==> config.mk <==
export PLATFORM = sky130hd
export DESIGN_NAME = fifo_wr_arbiter_flat
export DESIGN_NICKNAME = d
export VERILOG_FILES = /design/src/rtl/fifo_arb_pkg.sv /design/src/rtl/fifo_wr_arbiter_if.sv /design/src/rtl/rr_pick.sv /design/src/rtl/fifo_wr_arbiter.sv /design/src/flat_wrapper.sv
export SDC_FILE = /design/constraint.sdc
export NUM_CORES = 1
export LEC_CHECK = 0
export CELL_PAD_IN_SITES_DETAIL_PLACEMENT = 1
export CELL_PAD_IN_SITES_GLOBAL_PLACEMENT = 2
export CORE_MARGIN = 2
export CORE_UTILIZATION = 22
export DETAILED_ROUTE_END_ITERATION = 8
export GPL_ROUTABILITY_DRIVEN = 1
export PLACE_DENSITY = 0.85
export SLEW_MARGIN = 15
export SYNTH_ARGS = -nofsm -noshare
export SYNTH_HDL_FRONTEND = slang
export SYNTH_SLANG_ARGS = --single-unit
==> constraint.sdc <==
create_clock -name clk -period 1.84 [get_ports clk]
set_clock_uncertainty 0.2 [all_clocks]
set_input_delay 0.184 -clock clk [delete_from_list [all_inputs] [get_ports clk]]
set_output_delay 0.184 -clock clk [all_outputs]
set_load 0.02 [all_outputs]
==> src/rtl/fifo_arb_pkg.sv <==
// Shared types and helpers for the FIFO write-port arbiter.
package fifo_arb_pkg;

    typedef enum logic {ARB_IDLE = 1'b0, ARB_BURST = 1'b1} arb_state_t;

    localparam int STALL_CNT_W   = 16;
    localparam int DEF_NREQ      = 4;
    localparam int DEF_WIDTH     = 8;
    localparam int DEF_MAX_BURST = 4;

    function automatic int next_idx(input int idx, input int nreq);
        return (idx + 1 >= nreq) ? 0 : idx + 1;
    endfunction

endpackage

==> src/rtl/fifo_wr_arbiter_if.sv <==
// Requester-side and FIFO-side write handshake bundle for fifo_wr_arbiter.
interface fifo_wr_arbiter_if #(
    parameter int NREQ  = 4,
    parameter int WIDTH = 8
);
    logic [NREQ-1:0]       req;
    logic [NREQ*WIDTH-1:0] req_data;
    logic [NREQ-1:0]       gnt;
    logic                  fifo_full;
    logic                  fifo_write;
    logic [WIDTH-1:0]      fifo_data_in;

    modport master (
        output req, req_data, fifo_full,
        input  gnt, fifo_write, fifo_data_in
    );

    modport slave (
        input  req, req_data, fifo_full,
        output gnt, fifo_write, fifo_data_in
    );
endinterface

==> src/rtl/rr_pick.sv <==
// Cyclic priority picker: first set bit of req at or after rr_ptr, wrapping.
module rr_pick #(
    parameter  int NREQ = 4,
    localparam int IW   = $clog2(NREQ)
) (
    input  logic [NREQ-1:0] req,
    input  logic [IW-1:0]   rr_ptr,
    output logic            valid,
    output logic [IW-1:0]   idx
);
    int            c;
    logic [IW-1:0] ci;

    // Scan from the farthest offset down so the nearest match wins.
    always_comb begin
        valid = |req;
        idx   = '0;
        c     = 0;
        ci    = '0;
        for (int k = NREQ - 1; k >= 0; k--) begin
            c  = (int'(rr_ptr) + k) % NREQ;
            ci = IW'(c);
            if (req[ci]) idx = ci;
        end
    end
endmodule

==> src/rtl/fifo_wr_arbiter.sv <==
// Round-robin burst arbiter sharing one FIFO write port among NREQ requesters.
module fifo_wr_arbiter
    import fifo_arb_pkg::*;
#(
    parameter  int NREQ      = DEF_NREQ,
    parameter  int WIDTH     = DEF_WIDTH,
    parameter  int MAX_BURST = DEF_MAX_BURST,
    localparam int IW        = $clog2(NREQ),
    localparam int BW        = $clog2(MAX_BURST + 1)
) (
    input  logic                   clk,
    input  logic                   rst_,
    fifo_wr_arbiter_if.slave       bus,
    output logic [IW-1:0]          owner,
    output logic                   busy,
    output logic [STALL_CNT_W-1:0] stall_cnt
);
    arb_state_t      state, state_nxt;
    logic [IW-1:0]   rr_ptr, rr_nxt, owner_nxt;
    logic [BW-1:0]   burst_cnt, burst_nxt;
    logic [NREQ-1:0] gnt_vec;
    logic [WIDTH-1:0] data_mux;
    logic            pick_vld;
    logic [IW-1:0]   pick_idx;

    rr_pick #(.NREQ(NREQ)) u_pick (
        .req    (bus.req),
        .rr_ptr (rr_ptr),
        .valid  (pick_vld),
        .idx    (pick_idx)
    );

    always_comb begin
        state_nxt = state;
        rr_nxt    = rr_ptr;
        owner_nxt = owner;
        burst_nxt = burst_cnt;
        gnt_vec   = '0;
        if (rst_) begin
            case (state)
                ARB_IDLE: begin
                    if (pick_vld && !bus.fifo_full) begin
                        gnt_vec[pick_idx] = 1'b1;
                        owner_nxt         = pick_idx;
                        burst_nxt         = BW'(1);
                        if (MAX_BURST == 1) rr_nxt = IW'(next_idx(int'(pick_idx), NREQ));
                        else                state_nxt = ARB_BURST;
                    end
                end
                ARB_BURST: begin
                    if (!bus.req[owner]) begin
                        // Owner went away: one bubble, then rearbitrate past it.
                        state_nxt = ARB_IDLE;
                        rr_nxt    = IW'(next_idx(int'(owner), NREQ));
                    end else if (!bus.fifo_full) begin
                        gnt_vec[owner] = 1'b1;
                        burst_nxt      = BW'(int'(burst_cnt) + 1);
                        if (int'(burst_cnt) + 1 == MAX_BURST) begin
                            state_nxt = ARB_IDLE;
                            rr_nxt    = IW'(next_idx(int'(owner), NREQ));
                        end
                    end
                end
                default: state_nxt = ARB_IDLE;
            endcase
        end
    end

    always_comb begin
        data_mux = '0;
        for (int i = 0; i < NREQ; i++)
            data_mux |= {WIDTH{gnt_vec[i]}} & bus.req_data[i*WIDTH +: WIDTH];
    end

    assign bus.gnt          = gnt_vec;
    assign bus.fifo_write   = |gnt_vec;
    assign bus.fifo_data_in = data_mux;
    assign busy             = (state == ARB_BURST);

    always_ff @(posedge clk) begin
        if (!rst_) begin
            state     <= ARB_IDLE;
            rr_ptr    <= '0;
            owner     <= '0;
            burst_cnt <= '0;
            stall_cnt <= '0;
        end else begin
            state     <= state_nxt;
            rr_ptr    <= rr_nxt;
            owner     <= owner_nxt;
            burst_cnt <= burst_nxt;
            if (|bus.req && bus.fifo_full && stall_cnt != '1)
                stall_cnt <= stall_cnt + STALL_CNT_W'(1);
        end
    end
endmodule
==> src/flat_wrapper.sv <==
// flat-port wrapper written by rule: the top's interface ports become plain ports
module fifo_wr_arbiter_flat import fifo_arb_pkg::*;
#(
    parameter  int NREQ      = DEF_NREQ,
    parameter  int WIDTH     = DEF_WIDTH,
    parameter  int MAX_BURST = DEF_MAX_BURST,
    localparam int IW        = $clog2(NREQ),
    localparam int BW        = $clog2(MAX_BURST + 1)
)
  (clk, rst_, owner, busy, stall_cnt, bus_req, bus_req_data, bus_fifo_full, bus_gnt, bus_fifo_write, bus_fifo_data_in);
  fifo_wr_arbiter_if #(.NREQ(NREQ), .WIDTH(WIDTH)) bus_i ();
  input  logic clk;
  input  logic rst_;
  output logic [IW-1:0] owner;
  output logic busy;
  output logic [STALL_CNT_W-1:0] stall_cnt;
  input wire logic [$bits(bus_i.req)-1:0] bus_req;
  input wire logic [$bits(bus_i.req_data)-1:0] bus_req_data;
  input wire logic [$bits(bus_i.fifo_full)-1:0] bus_fifo_full;
  output wire logic [$bits(bus_i.gnt)-1:0] bus_gnt;
  output wire logic [$bits(bus_i.fifo_write)-1:0] bus_fifo_write;
  output wire logic [$bits(bus_i.fifo_data_in)-1:0] bus_fifo_data_in;
  assign bus_i.req = bus_req;
  assign bus_i.req_data = bus_req_data;
  assign bus_i.fifo_full = bus_fifo_full;
  assign bus_gnt = bus_i.gnt;
  assign bus_fifo_write = bus_i.fifo_write;
  assign bus_fifo_data_in = bus_i.fifo_data_in;
  fifo_wr_arbiter #(.NREQ(NREQ), .WIDTH(WIDTH), .MAX_BURST(MAX_BURST)) u_core (.clk(clk), .rst_(rst_), .bus(bus_i), .owner(owner), .busy(busy), .stall_cnt(stall_cnt));
endmodule
==> results.sh <==
export IMPL_cts_tree="done"
export IMPL_first_pass_iters=4
export IMPL_status="finished with violations"
export IMPL_p_int_mw=1.02
export IMPL_core_um2=8720
export IMPL_setup_viol=15
export IMPL_async_flop_share=0
export IMPL_grt_ovfl_total=0
export IMPL_ir_worst_vdd_uv=270
export IMPL_final_cell_count_no_fill=478
export IMPL_grt_max_degree=25
export IMPL_p_clk_frac=0.215
export IMPL_setup_worst_path_class="reg2out"
export IMPL_timing_rr_start="u_core.owner[1]"
export IMPL_ctsLongestPathBuffers=2
export IMPL_hold_viol=0
export IMPL_gp_congestion=0.767
export IMPL_cp_data_arrival_time_ps=2150
export IMPL_wirelength_mm=8.12
export IMPL_post_route_cell_area_um2=3730
export IMPL_r2r_end="u_core.rr_ptr[0]"
export IMPL_dieArea_um2=9730
export IMPL_seq_power_share=0.359
export IMPL_n_antenna_cell=0
export IMPL_rsz0062_at_grt="yes"
export IMPL_finalCriticalPeriod_ps=2540
export IMPL_synth_fp_nets=291
export IMPL_cellLeakagePower_nw=1.43
export IMPL_critPathSlowestCell="dfxtp_4"
export IMPL_hold_buffers=0
export IMPL_worstSkewPairLatency_ps=270
export IMPL_crit_fanout=4
export IMPL_grt_pass1_wl_mm=13.2
export IMPL_vias_per_cell=5.08
export IMPL_grtUsageTotal=0.163
export IMPL_worst_setup_path_start_kind="flip-flop"
export IMPL_root_buffer="clkbuf_8"
export IMPL_final_cell_mix="buf_4 (58), clkdlybuf4s50_1 (51), a21oi_1 (22), nor2_1 (22), buf_6 (18)"
export IMPL_clock_sinks=24
export IMPL_rows=34
export IMPL_path_cells="mux2i_2 -> nor2_2 -> nor3_4 -> buf_6 -> mux2_4 -> a211o_4 -> buf_6"
export IMPL_ios=71
export IMPL_port_buffers=70
export IMPL_initial_utilization=0.226
export IMPL_combPwrFrac=0.425
export IMPL_seq_area_frac_synth=0.244
export IMPL_area_growth_pct=89.4
export IMPL_num_vias=2429
export IMPL_violations="negative setup slack"
export IMPL_finalCritPeriodShare=1.38
export IMPL_power_net_switching_mw=0.473
export IMPL_ys_ff_latch=24
export IMPL_ys_warnings_count=0
export IMPL_drc=0
export IMPL_fin_nets=417
export IMPL_power_density_nw_per_um2=401
export IMPL_hold_depth=2
export IMPL_clk_pin_slew_ps=80
export IMPL_ys_flop_type="dfxtp_1"
export IMPL_worstHoldStart="u_core.burst_cnt[2]"
export IMPL_layout_commonest_cell="buf_4"
export IMPL_required_ps=1460
export IMPL_antenna_found_initial=0
export IMPL_placed_cell_area_um2=3390
export IMPL_cpPeakStageDelay_ps=380
export IMPL_fp_dieH_um=98.6
export IMPL_cts_max_level=1
export IMPL_synth_avg_cell_area_um2=8.04
export IMPL_cts_buffers=3
export IMPL_grt_pass1_vias=2702
export IMPL_fin_hold_ws_ps=292
export IMPL_slew_headroom=0.749
export IMPL_synth_edf_count=0
export IMPL_drt_iter0_drc=59
export IMPL_placed_cells=458
export IMPL_wl_per_cell_um=17.0
export IMPL_maxSlewViolCount=0
export IMPL_worst_pin_slew_ps=372
export IMPL_antenna_left=0
export IMPL_r2r_setup_slack_ps=-140
export IMPL_max_freq_mhz=394
export IMPL_netlist_area_um2=1970
export IMPL_drv_cap=0
export IMPL_reg2reg_depth=5
export IMPL_worst_slack_ps=-698
export IMPL_swShare=0.316
export IMPL_cp_common_cell="buf_6"
export IMPL_ys_types=47
export IMPL_final_layout_size_suffix_gt1_frac=0.451
export IMPL_hold_end="u_core.burst_cnt[2]"
export IMPL_die_w_um=98.6
export IMPL_hold_class="reg2reg"
export IMPL_hpwl_mm=6.07
export IMPL_syn_instance_count=245
export IMPL_worstSetupEndpointType="primary output"
[flip-flops by register name, summed over array words and instances, names as in the netlist]
name	cells
u_core.burst_cnt	3
u_core.busy	1
u_core.owner	2
u_core.rr_ptr	2
u_core.stall_cnt	16
[per-layer routing]
| metal | global-route usage | up-vias | part of all wire |
|---|---|---|---|
| li1 | - | 1178 | - |
| met1 | 0.190 | 1194 | 0.42 |
| met2 | 0.314 | 53 | 0.54 |
| met3 | 0.0227 | 4 | 0.038 |
| met4 | 0.0348 | 0 | 0.0065 |
| met5 | 0 | - | 0 |
[power groups by stage]
stage / clock network [mW] / logic, mW / registers [mW]
CTS: 0.341 / 0.613 / 0.537
detailed placement: 0 / 0.579 / 0.549
floorplan: 0 / 0.286 / 0.562
global route: 0.358 / 0.683 / 0.541
finish: 0.322 / 0.637 / 0.538
global placement: 0 / 0.568 / 0.549
[what timing repair did]
item	in CTS	in global routing
endpoints found under the setup margin	35	30
gates resized for setup	106	27
gates cloned	0	0
buffers inserted	13	5
pin swaps	17	7
[cells in the mapped netlist (all sizes together), types with 6 or more instances]
cell type	number	area (um2)
a21oi	28	144
nor2	27	106
dfxtp	24	480
a22oi	16	120
nand4	13	81.3
mux2	9	128
xnor2	9	78.8
a211o	8	70.1
buf	8	40.0
inv	8	30.0
o31ai	8	60.1
clkbuf	7	26.3
ha	7	87.6
nand2	7	26.3
nand3	7	35.0
nor3	7	40.0
o21ai	6	30.0
[area by class of cell]
cell class,instances,area [um2]
sequential,24,538
fill,999,4990
tap,108,135
clock buffer,4,45.0
inverter,8,35.0
multi-input combinational,198,1730
timing repair buffer,136,1250
[through the flow]
stage | worst slack [ps] | power [mW] | util | TNS [ps]
finish | -698 | 1.50 | 0.428 | -7310
CTS | -739 | 1.49 | 0.417 | -7760
global placement | -1140 | 1.12 | 0.389 | -24170
detailed placement | -1210 | 1.13 | 0.389 | -25620
global route | -772 | 1.58 | 0.428 | -8860
floorplan | -218 | 0.848 | - | -2430
[cells by family (layout without fill, tap and decap cells)]
| family | count (synthesis) | after routing | synth area share |
|---|---|---|---|
| AND/OR/NAND/NOR | 88 | 88 | 0.243 |
| AO/OA/AOI/OAI | 77 | 77 | 0.268 |
| flip-flops | 24 | 24 | 0.244 |
| buffers and inverters | 23 | 148 | 0.0489 |
| multiplexers | 14 | 14 | 0.0984 |
| XOR/XNOR | 12 | 12 | 0.0533 |
| adder cells (fa/ha/maj) | 7 | 7 | 0.0444 |
[worst max-delay path, delay by kind of cell, from the launching register on]
kind            cells  cell delay [ps]
mux                 2              550
flops               1              380
simple gates        2              330
compound gates      1              330
buf+inv             2              300
[worst max-delay path by stage]
stage	startpoint	end	slack, ps	cells past startpoint
3_5_place_dp	bus_req[2]	bus_fifo_data_in[2]	-1210	8
3_3_place_gp	bus_req[0]	bus_fifo_data_in[4]	-1140	8
2_1_floorplan	u_core.rr_ptr[1]	bus_fifo_data_in[0]	-220	6
5_1_grt	u_core.rr_ptr[1]	bus_fifo_data_in[2]	-770	7
4_1_cts	u_core.rr_ptr[1]	bus_fifo_data_in[2]	-740	7
6_report	u_core.rr_ptr[1]	bus_fifo_data_in[2]	-700	7
(Power assumes the default switching activity.)
